## config.mk

```make
export PLATFORM = sky130hd
export DESIGN_NAME = arc4_encrypt
export DESIGN_NICKNAME = d
export VERILOG_FILES = /design/src/rtl/arc4_encrypt.sv
export SDC_FILE = /design/constraint.sdc
export NUM_CORES = 1
export LEC_CHECK = 0
export ABC_CLOCK_PERIOD_IN_PS = 6700
export CORE_MARGIN = 5
export CORE_UTILIZATION = 54
export DETAILED_ROUTE_END_ITERATION = 7
export HOLD_SLACK_MARGIN = 0.12
export PLACE_DENSITY = 0.87
export RECOVER_POWER = 25
export SLEW_MARGIN = 20
export SYNTH_ARGS = -nofsm -noshare
export SYNTH_HDL_FRONTEND = slang
export SYNTH_SLANG_ARGS = --single-unit
```

## constraint.sdc

```tcl
create_clock -name clk -period 6.7 [get_ports clk]
set_input_delay 1.34 -clock clk [delete_from_list [all_inputs] [get_ports clk]]
set_output_delay 1.34 -clock clk [all_outputs]
set_load 0.05 [all_outputs]
```

## src/rtl/arc4_encrypt.sv

```systemverilog
// ARC4 encryptor: reads a length-prefixed plaintext, runs init/KSA/PRGA over an
// external S RAM and writes the length-prefixed ciphertext to the ct RAM.
module arc4_encrypt #(
  parameter int unsigned KEY_BYTES = 3
) (
  input  logic                   clk,
  input  logic                   rst_n,
  input  logic                   en,
  output logic                   rdy,
  input  logic [8*KEY_BYTES-1:0] key,
  output logic [7:0]             pt_addr,
  input  logic [7:0]             pt_rddata,
  output logic [7:0]             ct_addr,
  output logic [7:0]             ct_wrdata,
  output logic                   ct_wren,
  output logic [7:0]             s_addr,
  output logic [7:0]             s_wrdata,
  output logic                   s_wren,
  input  logic [7:0]             s_rddata
);

  typedef enum logic [3:0] {
    IDLE, INIT,
    KSA_RI, KSA_J, KSA_WI, KSA_WJ,
    PLEN_R, PLEN_W,
    PRGA_I, PRGA_J, PRGA_WI, PRGA_WJ, PRGA_PAD, PRGA_OUT,
    DONE
  } state_t;

  state_t                 state, state_n;
  logic [7:0]             i, i_n, j, j_n, k, k_n, len, len_n;
  logic [7:0]             si, si_n, sj, sj_n;
  logic [7:0]             kidx, kidx_n;
  logic [8*KEY_BYTES-1:0] key_r, key_n;
  logic [7:0]             kb, jsum;

  // kidx tracks i mod KEY_BYTES incrementally instead of dividing
  always_comb begin
    kb = '0;
    for (int unsigned n = 0; n < KEY_BYTES; n++)
      if (kidx == 8'(n)) kb = key_r[8*(KEY_BYTES-n)-1 -: 8];
  end

  always_ff @(posedge clk or negedge rst_n) begin
    if (!rst_n) begin
      state <= IDLE;
      i     <= '0;
      j     <= '0;
      k     <= '0;
      len   <= '0;
      si    <= '0;
      sj    <= '0;
      kidx  <= '0;
      key_r <= '0;
    end else begin
      state <= state_n;
      i     <= i_n;
      j     <= j_n;
      k     <= k_n;
      len   <= len_n;
      si    <= si_n;
      sj    <= sj_n;
      kidx  <= kidx_n;
      key_r <= key_n;
    end
  end

  always_comb begin
    state_n   = state;
    i_n       = i;
    j_n       = j;
    k_n       = k;
    len_n     = len;
    si_n      = si;
    sj_n      = sj;
    kidx_n    = kidx;
    key_n     = key_r;
    jsum      = '0;
    rdy       = 1'b0;
    pt_addr   = '0;
    ct_addr   = '0;
    ct_wrdata = '0;
    ct_wren   = 1'b0;
    s_addr    = '0;
    s_wrdata  = '0;
    s_wren    = 1'b0;
    unique case (state)
      IDLE: begin
        rdy = 1'b1;
        if (en) begin
          key_n   = key;
          i_n     = '0;
          state_n = INIT;
        end
      end
      INIT: begin
        s_addr   = i;
        s_wrdata = i;
        s_wren   = 1'b1;
        i_n      = i + 8'd1;
        if (i == 8'hFF) begin
          j_n     = '0;
          kidx_n  = '0;
          state_n = KSA_RI;
        end
      end
      KSA_RI: begin
        s_addr  = i;
        state_n = KSA_J;
      end
      KSA_J: begin
        si_n    = s_rddata;
        jsum    = j + s_rddata + kb;
        j_n     = jsum;
        s_addr  = jsum;
        state_n = KSA_WI;
      end
      KSA_WI: begin
        sj_n     = s_rddata;
        s_addr   = i;
        s_wrdata = s_rddata;
        s_wren   = 1'b1;
        state_n  = KSA_WJ;
      end
      KSA_WJ: begin
        s_addr   = j;
        s_wrdata = si;
        s_wren   = 1'b1;
        i_n      = i + 8'd1;
        kidx_n   = (kidx == 8'(KEY_BYTES - 1)) ? '0 : kidx + 8'd1;
        if (i == 8'hFF) begin
          j_n     = '0;
          state_n = PLEN_R;
        end else begin
          state_n = KSA_RI;
        end
      end
      PLEN_R: begin
        pt_addr = '0;
        state_n = PLEN_W;
      end
      PLEN_W: begin
        len_n     = pt_rddata;
        ct_addr   = '0;
        ct_wrdata = pt_rddata;
        ct_wren   = 1'b1;
        k_n       = 8'd1;
        state_n   = (pt_rddata == 8'd0) ? DONE : PRGA_I;
      end
      PRGA_I: begin
        i_n     = i + 8'd1;
        s_addr  = i + 8'd1;
        state_n = PRGA_J;
      end
      PRGA_J: begin
        si_n    = s_rddata;
        jsum    = j + s_rddata;
        j_n     = jsum;
        s_addr  = jsum;
        state_n = PRGA_WI;
      end
      PRGA_WI: begin
        sj_n     = s_rddata;
        s_addr   = i;
        s_wrdata = s_rddata;
        s_wren   = 1'b1;
        state_n  = PRGA_WJ;
      end
      PRGA_WJ: begin
        s_addr   = j;
        s_wrdata = si;
        s_wren   = 1'b1;
        state_n  = PRGA_PAD;
      end
      PRGA_PAD: begin
        // swap leaves the sum unchanged, so the pre-swap values address the pad
        s_addr  = si + sj;
        pt_addr = k;
        state_n = PRGA_OUT;
      end
      PRGA_OUT: begin
        ct_addr   = k;
        ct_wrdata = s_rddata ^ pt_rddata;
        ct_wren   = 1'b1;
        k_n       = k + 8'd1;
        state_n   = (k == len) ? DONE : PRGA_I;
      end
      DONE: state_n = IDLE;
      default: state_n = IDLE;
    endcase
  end

endmodule
```

* Word level (Yosys, flattened, before mapping)
Cells that the tools add are included.
** Cells by class
- $add $sub $neg :: 6
- Equal/unequal tests :: 20
- Muxes and demuxes :: 24
- Bitwise operators :: 1
- Reduce and logical (&&, ||, !) cells :: 20
** Operator list (number)
- 8-bit 2-to-1 mux :: 8
- 8-bit case mux with 2 select lines :: 4
- 4-bit case mux with 14 select lines :: 1
- 8-bit case mux with 3 select lines :: 2
- 8-bit case mux with 6 select lines :: 1
- 8-bit by 1-bit adder with 8-bit output (second input constant) :: 3
- 8-bit adder :: 3
- 4-bit == test (second input constant) :: 6
- 4-bit by 3-bit == test with 1-bit output (second input constant) :: 4
- 8-bit zero test :: 2
- 2-bit AND reduction :: 5
- 2-bit OR reduction :: 5
- 3-bit 2-to-1 mux :: 3
- 4-bit by 2-bit == test with 1-bit output (second input constant) :: 2
- 8-bit by 1-bit == test with 1-bit output (second input constant) :: 1
- 8-bit by 2-bit == test with 1-bit output (second input constant) :: 1
- 8-bit == test :: 1
- 8-bit == test (second input constant) :: 1
- 4-bit 2-to-1 mux :: 2
- 8-bit XOR :: 1
- 2-bit nonzero test :: 3
- 5-bit OR reduction :: 1
- 4-bit by 1-bit == test with 1-bit output (second input constant) :: 1
- 4-bit zero test :: 1
- 6 further kinds :: 9
** Word-level totals
- Register bits after elaboration :: 84
- Input bits :: 43
- Logic and storage cells :: 80

* Longest topological paths before layout
- Depth after elaboration :: 6
- Gate-level depth with buffers :: 15
- Gate-level depth less buffers :: 15

* Worst setup path before layout
Ideal clock, no wire load.
- Path kind :: input -> output
- From :: input s_rddata[0]
- To :: output s_addr[7]
- Data arrival time :: 4166 ps
- Data required time :: 5360 ps
- Slack :: 1194 ps
- Stages :: 14
- Path through :: ha_1 inv_1 fa_1 nor2b_1 o21a_1 o21a_1 o211ai_1 ha_1 o21ai_0 o21bai_1 o41ai_2 xnor2_1 xor2_1 o211ai_1
** Between the ends
- Word-level cells in the longest chain between the ends :: 3
** Ends and longest elaborated chain
- start: declaration :: line 19 : input logic [7:0] s_rddata
- 8-bit adder * :: line 113, 157
- 8-bit adder :: line 113 : jsum = j + s_rddata + kb;
- 8-bit case mux with 6 select lines * :: line 87 : unique case (state)
- end: declaration :: line 16 : output logic [7:0] s_addr,
Mark *: on every way between the ends. The rest lies on a longest branch, timed or not.

* Final worst setup path
- From :: input s_rddata[0]
- To :: output s_addr[4]
Same word-level chain as after synthesis.

==> impl_metrics.json <==
{
  "synth_cell_types": 73,
  "wirelength_mm": 15.4,
  "cts_hold_buf": 0,
  "dpl-instance-area_um2": 6630,
  "cts-resized-gates": 0,
  "cpMaxStageDelayCell": "clkdlybuf4s50_1",
  "rsz0062_at_grt": "no",
  "final.setup_skew_ps": 12.9,
  "clk_path_buf_depth": 2,
  "worstSetupPathType": "input port to output port",
  "hold_slack_ps": 512,
  "numPortBuffers": 85,
  "grt_overflow": 0,
  "area_delta_synth_final_pct": 19.8,
  "synth.avg_cell_area_um2": 9.41,
  "layout.cells.non_filler": 825,
  "drive_gt1_frac": 0.144,
  "slew_violations": 85,
  "clk_latency_ps": 360,
  "cts_made_buffers": 9,
  "cp_top_family": "buffers and inverters",
  "syn-num-nets": 684,
  "cts_setup_buffers": 0,
  "slew_headroom": -2.01,
  "endpoint": "s_addr[4]",
  "core_um2": 10400,
  "setup-tns-final_ps": 0,
  "syn_area_um2": 5750,
  "start_kind": "input port",
  "p_leak_uw": 0.00293,
  "clockRootBuffer": "clkbuf_8",
  "postLayoutCoreUtil": 0.664,
  "fin_crit_ps": 6460,
  "drtPass1Iterations": 6,
  "first_iter_violations": 527,
  "multiInputGateArea_um2": 3400,
  "grt_max_degree": 85,
  "required_ps": 5360,
  "setup_viol_count_final": 0,
  "fp.dieArea_um2": 12800,
  "htree_levels": 3,
  "wl_per_cell_um": 18.6,
  "viasPerCell": 6.12,
  "path_clk_slew_ps": 90,
  "slowest_delay_ps": 720,
  "dp_hpwl_mm": 11.5,
  "yosysSeqAreaShare": 0.365,
  "final_net_count": 757,
  "status": "finished, violations left",
  "tritoncts": "yes",
  "grt_pass1_wl_mm": 25.3,
  "ys.flop_type": "dfrtp_1",
  "std_cell_rows": 37,
  "start_util": 0.555,
  "die_y_um": 113,
  "ant_nets": 0,
  "synthCells": 611,
  "grtUsageTotal": 0.244,
  "worstSetupStartpoint": "s_rddata[0]",
  "yosys_warnings": 0,
  "r2r_start": "kidx[4]$_DFFE_PN0P_",
  "hold_viol": 0,
  "clock.fmax_mhz": 155,
  "cp.arrival_ps": 5120,
  "hp-class": "flip-flop to flip-flop",
  "violations": "max-capacitance violations, max-slew violations",
  "vdd_drop_max_uv": 421,
  "cap_viol_max_count": 1,
  "clock-sinks": 84,
  "power_density_nw_per_um2": 554,
  "vias": 5045,
  "r2r_slack_ps": 2970,
  "final_cell_area_um2": 6890,
  "fill_cells": 858,
  "synth-edff-count": 0,
  "antenna_cells": 0,
  "ys_ff_latch": 84,
  "worstRegToRegCells": 15,
  "grt_pass1_vias": 5021,
  "async_flop_share": 1.00,
  "worst_pin_slew_ps": 4520,
  "r2r-end": "j[6]$_DFFE_PN0P_",
  "die_x_um": 113,
  "holdCritStartpoint": "kidx[7]$_DFFE_PN0P_",
  "worstSetupEndpointType": "output port",
  "ios": 86,
  "path_max_fanout": 6,
  "critPathBufInv": 3,
  "post-route-period-util": 0.965,
  "path_depth": 14,
  "antenna_found_initial": 0,
  "dp.cells": 809,
  "regArea_um2": 2100,
  "place_congestion": 0.941,
  "crit_chain": "clkdlybuf4s50_1 -> ha_1 -> inv_1 -> fa_1 -> nor2b_1 -> o21a_1 -> o21a_1 -> nor2_1 -> ha_1 -> a21boi_0 -> nor2_1 -> a22o_1 -> or4_1 -> clkdlybuf4s50_1",
  "drc": 0
}
## placed cells by master, fill, tap and decap left out, drive strengths merged, types with 19 or more instances in the layout
cell	Yosys	layout
and2	22	22
nand2	64	64
a21oi	26	26
inv	30	34
ha	27	27
dfrtp	84	84
o21ai	63	63
mux2	47	47
nand3	19	19
xnor2	21	21
nor2	38	38
clkdlybuf4s50	0	83
## sequential cells by signal, indices dropped and copies added, names as in the netlist
register,flops
i,8
j,8
k,8
key_r,24
kidx,8
len,8
si,8
sj,8
state,4
## logic make-up (layout without fill, tap and decap cells)
family / Yosys count / count (layout) / synth area share
mux: 50 / 50 / 0.101
fa+ha+maj: 30 / 30 / 0.0692
buf+inv: 55 / 133 / 0.0457
simple gates: 198 / 198 / 0.183
compound gates: 166 / 166 / 0.193
flops: 84 / 84 / 0.365
xor+xnor: 28 / 28 / 0.0426
## stage by stage
stage | setup slack (ps) | total power [µW]
4_1_cts | 243 | 3790
2_1_floorplan | 1190 | 2710
5_1_grt | 37.4 | 4080
6_report | 236 | 3820
3_3_place_gp | 308 | 3220
3_5_place_dp | 253 | 3310
## final cells by class
type	count	share of cell area
timing repair buffer	87	0.124
clock buffer	9	0.0180
clock inverter	7	0.0185
multi-input combinational	472	0.493
tap	136	0.0247
inverter	30	0.0163
sequential	84	0.305
## cells in the mapped netlist, types with 5 or more instances
cell / instances / area share
a222oi_1: 9 / 0.016
a21o_1: 5 / 0.0065
o21ai_1: 11 / 0.0096
o31ai_1: 6 / 0.0078
xnor2_1: 21 / 0.032
ha_1: 27 / 0.059
buf_2: 12 / 0.010
mux2_4: 6 / 0.016
mux2_2: 41 / 0.080
xor2_1: 7 / 0.011
dfrtp_1: 84 / 0.37
a22oi_1: 10 / 0.013
o21ai_0: 51 / 0.044
nand3_1: 16 / 0.014
nor2b_1: 7 / 0.0076
and3_1: 8 / 0.0087
clkbuf_1: 5 / 0.0033
and2_1: 22 / 0.024
nand2b_1: 5 / 0.0054
a31oi_1: 5 / 0.0054
nor3_1: 6 / 0.0052
nand2_1: 63 / 0.041
inv_1: 29 / 0.019
a21oi_1: 25 / 0.022
nor2_1: 32 / 0.021
o211ai_1: 7 / 0.0091
## power by group
group / total (µW) / internal [µW] / switching [µW]
sequential: 971 / 719 / 252
combinational: 2380 / 1000 / 1370
clock: 470 / 255 / 215
## worst min-delay path by stage
stage | endpoint | slack, ps | depth (start not counted)
global placement | key_r[7]$_DFFE_PN0P_ | 480 | 1
floorplan | kidx[7]$_DFFE_PN0P_ | 470 | 1
detailed placement | key_r[6]$_DFFE_PN0P_ | 500 | 1
CTS | kidx[7]$_DFFE_PN0P_ | 520 | 1
global route | kidx[7]$_DFFE_PN0P_ | 520 | 1
finish | kidx[7]$_DFFE_PN0P_ | 510 | 1
## layer usage
metal	vias to the layer above	track usage	part of all wire
met4	0	0.0721	0.023
met5	-	0	0
met3	35	0.0358	0.074
met1	2425	0.319	0.41
met2	236	0.419	0.49
li1	2349	-	-
No activity file was read; power rests on OpenSTA's default activity.
